<file path="config.mk">
export PLATFORM = sky130hd
export DESIGN_NAME = spi_vcmd_rx
export DESIGN_NICKNAME = d
export VERILOG_FILES = /design/src/rtl/spi_vcmd_rx.sv
export SDC_FILE = /design/constraint.sdc
export NUM_CORES = 1
export LEC_CHECK = 0
export CAP_MARGIN = 5
export CORE_ASPECT_RATIO = 1.5
export CORE_MARGIN = 1.5
export CORE_UTILIZATION = 45
export DETAILED_ROUTE_END_ITERATION = 8
export PLACE_DENSITY = 0.75
export SYNTH_ARGS = -nofsm -noshare
export SYNTH_HDL_FRONTEND = slang
export SYNTH_SLANG_ARGS = --single-unit
</file>
<file path="constraint.sdc">
create_clock -name Sclk -period 2.08 [get_ports Sclk]
set_input_delay 0.312 -clock Sclk [delete_from_list [all_inputs] [get_ports Sclk]]
set_output_delay 0.312 -clock Sclk [all_outputs]
set_load 0.02 [all_outputs]
</file>
<file path="src/rtl/spi_vcmd_rx.sv">
// SPI mode-0 slave receiver feeding a video command decoder (NOP / WRITE pixels / SETADDR).
// Decoded bytes are presented on the edge that completes them; nothing can stall the serial stream.
module spi_vcmd_rx #(
    parameter int ADDR_WIDTH      = 18,
    parameter int BYTES_PER_PIXEL = 3
) (
    input  logic                  Sclk,
    input  logic                  Reset,
    input  logic                  Mosi,
    input  logic                  CSel,
    output logic                  ByteRecv,
    output logic [7:0]            ByteOut,
    output logic [ADDR_WIDTH-1:0] MemAddr,
    output logic [7:0]            DataOut,
    output logic [1:0]            DataIndex,
    output logic                  DataRdy
);

    typedef enum logic [1:0] {
        ST_IDLE,
        ST_ADDR,
        ST_PIXEL
    } state_t;

    localparam logic [1:0]            LAST_CHAN = 2'(BYTES_PER_PIXEL - 1);
    localparam logic [ADDR_WIDTH-1:0] ADDR_ONE  = ADDR_WIDTH'(1);

    state_t                r_state;
    logic [2:0]            r_bit_cnt;
    logic [6:0]            r_shift;
    logic [15:0]           r_addr_buf;
    logic [1:0]            r_addr_idx;
    logic [6:0]            r_pix_cnt;
    logic [1:0]            r_chan;
    logic [ADDR_WIDTH-1:0] r_next_addr;

    logic [7:0]  w_byte;
    logic        w_byte_done;
    logic [23:0] w_addr_full;
    logic        w_unused_addr;

    assign w_byte      = {r_shift, Mosi};
    assign w_byte_done = !CSel && (r_bit_cnt == 3'd7);
    // Three SETADDR bytes concatenated; bits above ADDR_WIDTH are don't-care.
    assign w_addr_full   = {r_addr_buf, w_byte};
    assign w_unused_addr = ^w_addr_full[23:ADDR_WIDTH];

    always_ff @(posedge Sclk) begin
        if (Reset) begin
            r_state     <= ST_IDLE;
            r_bit_cnt   <= 3'd0;
            r_shift     <= 7'd0;
            r_addr_buf  <= 16'd0;
            r_addr_idx  <= 2'd0;
            r_pix_cnt   <= 7'd0;
            r_chan      <= 2'd0;
            r_next_addr <= '0;
            ByteRecv    <= 1'b0;
            ByteOut     <= 8'd0;
            MemAddr     <= '0;
            DataOut     <= 8'd0;
            DataIndex   <= 2'd0;
            DataRdy     <= 1'b0;
        end else begin
            ByteRecv <= 1'b0;
            DataRdy  <= 1'b0;
            if (CSel) begin
                r_bit_cnt <= 3'd0;
                r_shift   <= 7'd0;
            end else begin
                r_bit_cnt <= r_bit_cnt + 3'd1;
                r_shift   <= w_byte[6:0];
            end

            if (w_byte_done) begin
                ByteOut  <= w_byte;
                ByteRecv <= 1'b1;
                case (r_state)
                    ST_IDLE: begin
                        if (w_byte[7:6] == 2'b01) begin
                            r_pix_cnt <= (w_byte[5:0] == 6'd0) ? 7'd64 : {1'b0, w_byte[5:0]};
                            r_chan    <= 2'd0;
                            r_state   <= ST_PIXEL;
                        end else if (w_byte[7:6] == 2'b10) begin
                            r_addr_idx <= 2'd0;
                            r_state    <= ST_ADDR;
                        end
                    end
                    ST_ADDR: begin
                        if (r_addr_idx == 2'd2) begin
                            r_next_addr <= w_addr_full[ADDR_WIDTH-1:0];
                            r_state     <= ST_IDLE;
                        end else begin
                            r_addr_buf <= {r_addr_buf[7:0], w_byte};
                            r_addr_idx <= r_addr_idx + 2'd1;
                        end
                    end
                    ST_PIXEL: begin
                        DataOut   <= w_byte;
                        DataIndex <= r_chan;
                        DataRdy   <= 1'b1;
                        // Address advances once per pixel, on its first channel byte.
                        if (r_chan == 2'd0) begin
                            MemAddr     <= r_next_addr;
                            r_next_addr <= r_next_addr + ADDR_ONE;
                        end
                        if (r_chan == LAST_CHAN) begin
                            r_chan    <= 2'd0;
                            r_pix_cnt <= r_pix_cnt - 7'd1;
                            if (r_pix_cnt == 7'd1) begin
                                r_state <= ST_IDLE;
                            end
                        end else begin
                            r_chan <= r_chan + 2'd1;
                        end
                    end
                    default: r_state <= ST_IDLE;
                endcase
            end
        end
    end

endmodule

</file>
# [Word-level counts from Yosys, hierarchy flattened]
# Index checks and enable logic that the tools add are counted.
[word_totals] regBits=89 latchBits=0 ram_bits=0 romBits=0 out_inout_bits=38 wordCells=78 mem_count=0
[op_classes] add_sub_neg=5 multipliers=0 div_mod_pow=0 magnitude_cmp=0 eq_ne=17 shifts=0 mux=22 bitwise_logic=2 reduce_logical=18
[op_table] cell="$mux W18" count=2
[op_table] cell="$pmux W18 S2" count=1
[op_table] cell="$mux W7" count=3
[op_table] cell="$mux W2" count=10
[op_table] cell="$add A18 B1 Y18 const B" count=1
[op_table] cell="$ne A2 B2 Y1 const B" count=8
[op_table] cell="$pmux W7 S2" count=1
[op_table] cell="$reduce_and A5 Y1" count=2
[op_table] cell="$reduce_and A3 Y1" count=3
[op_table] cell="$eq A2 B2 Y1 const B" count=4
[op_table] cell="$pmux W2 S2" count=2
[op_table] cell="$reduce_and A4 Y1" count=2
[op_table] cell="$eq A7 B1 Y1 const B" count=1
[op_table] cell="$sub A7 B1 Y7 const B" count=1
[op_table] cell="$logic_not A6 Y1" count=1
[op_table] cell="$pmux W2 S3" count=1
[op_table] cell="$reduce_bool A2 Y1" count=3
[op_table] cell="$add A2 B1 Y2 const B" count=2
[op_table] cell="$eq A2 B1 Y1 const B" count=2
[op_table] cell="$logic_not A2 Y1" count=2
[op_table] cell="$reduce_or A2 Y1" count=2
[op_table] cell="$add A3 B1 Y3 const B" count=1
[op_table] cell="$eq A3 B3 Y1 const B" count=1
[op_table] cell="$ne A3 B3 Y1 const B" count=1
[op_table] cell="5 further kinds" count=7

# [Depth between registers and ports, before layout]
[depth] depth_word=4 ltp_mapped=9

# [Worst setup path after synthesis]
# No wires, ideal clock.
[synth_timing] path_type="register to register" from="reg r_bit_cnt[0]" to="reg r_next_addr[15]" t_arrival_ns=1.697 required_time_ns=2.003 setup_slack_ns=0.307 path_stages_with_launch=10 n_path_buf=3 cell_sequence="dfxtp_1 > ha_1 > ha_1 > nor2b_1 > buf_2 > o21a_1 > buf_2 > buf_2 > nand3_1 > a41oi_2"
[synth_via] elab_chain_len=3
[synth_lines] item="from (decl)" line="29" rtl="logic [2:0] r_bit_cnt;"
[synth_lines] item="from (signal assigned)" line="71" rtl="r_bit_cnt <= r_bit_cnt + 3'd1;"
[synth_lines] item="$eq A3 B3 Y1" line="43" rtl="assign w_byte_done = !CSel && (r_bit_cnt == 3'd7);"
[synth_lines] item="$logic_and A1 B1 Y1" line="43"
[synth_lines] item="$reduce_and A4 Y1 (no line)"
[synth_lines] item="to (signal assigned)" line="91" rtl="r_next_addr <= w_addr_full[ADDR_WIDTH-1:0];"
[synth_lines] item="to (signal assigned)" line="105" rtl="r_next_addr <= r_next_addr + ADDR_ONE;"
[synth_lines] item="to (decl)" line="35" rtl="logic [ADDR_WIDTH-1:0] r_next_addr;"
# Every way passes these cells.
# A chain may end at the register's enable or synchronous reset.

# [Worst setup path after layout]
[layout_timing] from="reg r_shift[5]" to="reg r_addr_idx[1]"
[layout_via] elab_chain_len=3
[layout_lines] item="from (decl)" line="30" rtl="logic [6:0] r_shift;"
[layout_lines] item="from (signal assigned)" line="72" rtl="r_shift <= w_byte[6:0];"
[layout_lines] item="$eq A2 B2 Y1 / $eq A2 B1 Y1 (equally long branches)" line="84, 80"
[layout_lines] item="$ne A2 B2 Y1 (no line)"
[layout_lines] item="$reduce_and A5 Y1 (no line) *"
[layout_lines] item="to (signal assigned)" line="95" rtl="r_addr_idx <= r_addr_idx + 2'd1;"
[layout_lines] item="to (decl)" line="32" rtl="logic [1:0] r_addr_idx;"
# Mark *: on every way between the ends. The rest lies on a longest branch, timed or not.

==> flow_metrics.py <==
metrics = {
    "clocking": {
        "clkLatencyLatePin_ns": 0.34,
        "htreeDepth": 3,
        "cts_buffer_depth": 2,
        "clk_pin_slew_ns": 0.06,
        "cts_setup_buffers": 0,
        "cts_hold_buffers": 0,
        "cts_buffers": 9,
        "clkSinkCount": 89,
        "cts.root.buffer_cell": "clkbuf_16",
        "cts_resized": 1,
        "tritoncts": "yes",
    },
    "critical_path": {
        "crit_fanout": 6,
        "crit_chain": "ha_1 -> or3b_1 -> a211o_1 -> or3_1 -> a21oi_1",
        "startpoint_type": "flip-flop",
        "crit_type": "reg -> reg",
        "r2r-end": "r_addr_idx[1]$_SDFFE_PP0P_",
        "ff2ff_setup_slack_ns": 0.06,
        "critPathTopFamily": "simple AND/OR/NAND/NOR gates",
        "crit_path_end_kind": "flip-flop",
        "path_depth": 5,
        "rr_worst_depth": 5,
        "critPathRequiredTime_ns": 2.35,
        "worstSetupStartpoint": "r_shift[5]$_SDFF_PP0_",
        "slowest_stage": "dfxtp_1",
        "cp_num_buf_inv": 0,
        "critPathMaxStageDelay_ns": 0.41,
        "crit_path_end": "r_addr_idx[1]$_SDFFE_PP0P_",
        "timing.rr.start": "r_shift[5]$_SDFF_PP0_",
        "arrival_ns": 2.28,
    },
    "placed_design": {
        "preCtsSetupSlack_ns": -0.0901,
        "portBuffers": 41,
        "gp_congestion": 0.879,
        "dp_cells": 628,
        "dp_hpwl_mm": 6.93,
    },
    "power_and_ir_drop": {
        "swShare_pct": 20.1,
        "p_comb_share_pct": 1.6,
        "ir_drop_v": 0.000500,
        "power_frac_seq_pct": 50.3,
        "p_leak_nw": 1.62,
        "p_total_mw": 3.40,
        "power_density_nw_per_um2": 689,
        "clockPowerShare_pct": 48.1,
        "internal_power_mw": 2.71,
        "p_sw_mw": 0.684,
    },
    "logic_synthesis": {
        "syn_inst": 485,
        "synth_top_area_cell": "dfxtp_1",
        "synth_nets": 497,
        "yosysWarningCount": 0,
        "syn_area_um2": 3990,
        "ys_seq_area_share_pct": 44.7,
        "avgSynthCellArea_um2": 8.23,
        "synth_area_leaders": "dfxtp_1 45%, nand2_1 8.8%, a21oi_1 7.8%, mux2i_1 3.0%, and2_1 2.7%",
        "yosysUniqueCellTypes": 52,
        "synth_top_area_share_pct": 44.7,
        "synth-async-reset-ratio_pct": 0,
        "synth_ff_type": "dfxtp_1",
        "synth_edf_count": 0,
        "synth_seq_cells": 89,
    },
    "layout": {
        "stdcell_count": 643,
        "syn2layout_area_growth_pct": 23.6,
        "nFillCells": 817,
        "multiInputGateArea_um2": 2020,
        "final_net_count": 544,
        "register_area_um2": 1780,
        "layout-drive-gt1-share_pct": 9.89,
        "num_antenna_cells": 0,
    },
    "global_routing": {
        "gr-total-overflow": 0,
        "grt_antenna_before_repair": 0,
        "grt_pass1_wl_mm": 16.8,
        "grt_usage_pct": 22.4,
        "grt_pass1_vias": 3423,
        "grt_max_degree": 56,
    },
    "floorplan": {
        "die_h_um": 118,
        "core_um2": 8520,
        "start_util_pct": 46.9,
        "std_cell_rows": 41,
        "die_width_um": 79.9,
        "ios": 42,
        "die-area_um2": 9450,
    },
    "routing": {
        "initialDrtViolationCount": 327,
        "wl_met3_um": 471,
        "wl_met1_mm": 4.15,
        "wire_per_inst_um": 15.8,
        "wl_met2_mm": 5.32,
        "antenna_left": 0,
        "drc": 0,
        "routed_via_density": 5.69,
        "highest_layer": "met4",
        "drt_wl_total_mm": 10.2,
        "vias": 3658,
        "drtPass1Iterations": 5,
    },
    "timing": {
        "setup_viol": 0,
        "worstMarginPinSlew_ns": 0.627,
        "finalWorstSetupSlack_ns": 0.0644,
        "post-route-min-period_ns": 2.02,
        "finalHoldViolCount": 0,
        "holdWs_ns": 0.366,
        "drv_slew": 0,
        "slew_headroom_pct": 57.9,
        "period_share_pct": 96.9,
        "fin_skew_ns": 0.00611,
        "fmax_mhz": 496,
    },
    "min_path": {
        "hold_class": "in -> reg",
    },
    "run_status": {
        "status": "finished clean",
    },
    "run": {
        "maxCapViolCount": 0,
    },
}
[per-layer routing]
| layer | vias up | global-route usage [%] |
|---|---|---|
| li1 | 1791 | - |
| met1 | 1726 | 26.1 |
| met5 | - | 0 |
| met2 | 119 | 38.7 |
| met4 | 0 | 10.6 |
| met3 | 22 | 4.02 |
[how the worst min path moves through the flow]
stage                       startpoint                         end  depth (start not counted)
3_3_place_gp   r_bit_cnt[0]$_SDFF_PP0_     r_bit_cnt[0]$_SDFF_PP0_                          1
3_5_place_dp   r_bit_cnt[0]$_SDFF_PP0_     r_bit_cnt[0]$_SDFF_PP0_                          1
6_report                         Reset  r_addr_buf[9]$_SDFFE_PP0P_                          2
4_1_cts                          Reset     r_state[1]$_SDFFE_PP0P_                          2
2_1_floorplan                     CSel     r_bit_cnt[0]$_SDFF_PP0_                          1
5_1_grt                          Reset     r_state[1]$_SDFFE_PP0P_                          2
[sequential cells by signal, summed over array words and instances, names as in the netlist, 3 cells and up]
| name | cells |
|---|---|
| MemAddr | 18 |
| r_addr_buf | 10 |
| r_next_addr | 18 |
| r_bit_cnt | 3 |
| r_shift | 7 |
| DataOut | 8 |
| r_pix_cnt | 7 |
| ByteOut | 8 |
[per-stage QoR]
stage          area, µm²  setup TNS (ns)  utilization, %
3_3_place_gp        4620               0            54.3
2_1_floorplan       3990               0               -
6_report            4930               0            57.9
4_1_cts             4920               0            57.8
3_5_place_dp        4620         -0.0901            54.3
5_1_grt             4930        -0.00581            57.9
[cell usage after synthesis (5+ instances only)]
cell	instances
nand2_1	94
dfxtp_1	89
a21oi_1	62
nor2_1	26
clkbuf_1	19
o21ai_0	19
nand3_1	18
and2_1	17
mux2i_1	12
buf_2	11
ha_1	8
inv_1	8
nand2b_1	8
nor3_1	7
a21o_1	6
nor4_1	6
or3_1	5
[kinds of logic (layout without fill, tap and decap cells)]
| family | after synthesis | in the layout | synth area share, % |
|---|---|---|---|
| flops | 89 | 89 | 44.7 |
| buf+inv | 43 | 94 | 5.05 |
| compound gates | 115 | 115 | 17.1 |
| mux | 12 | 12 | 3.01 |
| simple gates | 218 | 218 | 27.7 |
| fa+ha+maj | 8 | 8 | 2.51 |
[layout make-up]
| type | count | share of cell area (%) |
|---|---|---|
| clock buffers | 13 | 5.28 |
| clock inverters | 2 | 0.761 |
| inverters | 8 | 0.609 |
| multi-input cells | 353 | 41.0 |
| flip-flops and latches | 89 | 36.1 |
| well taps | 107 | 2.71 |
| repair buffers | 71 | 13.5 |
[cell usage in the layout (no fill, tap or decap), types with 3 or more instances in the layout]
master	netlist	layout
nor4_1	6	6
ha_1	8	8
o21ai_0	19	19
nand2b_1	8	8
and3_1	3	3
or4b_1	3	3
nor2_1	26	26
clkdlybuf4s50_1	0	40
a21oi_1	62	62
a41oi_1	4	4
and2_1	17	17
o211ai_1	4	4
nand2_1	94	94
mux2i_1	12	12
dfxtp_1	89	89
a31oi_1	3	3
buf_4	3	27
and4_1	4	4
nand3_1	18	18
nor3b_1	4	4
inv_1	8	8
clkbuf_16	0	9
or3_1	5	5
buf_12	0	3
nand4_1	4	4
a21o_1	6	6
nor3_1	7	7
[power groups by stage]
stage	clock network, mW	logic (mW)	registers [mW]
global placement	0	0.0533	1.75
CTS	1.66	0.0543	1.71
finish	1.63	0.0542	1.71
detailed placement	0	0.0541	1.75
floorplan	0	0.0283	1.75
global route	1.72	0.0579	1.71
No activity file was read; power rests on OpenSTA's default activity.
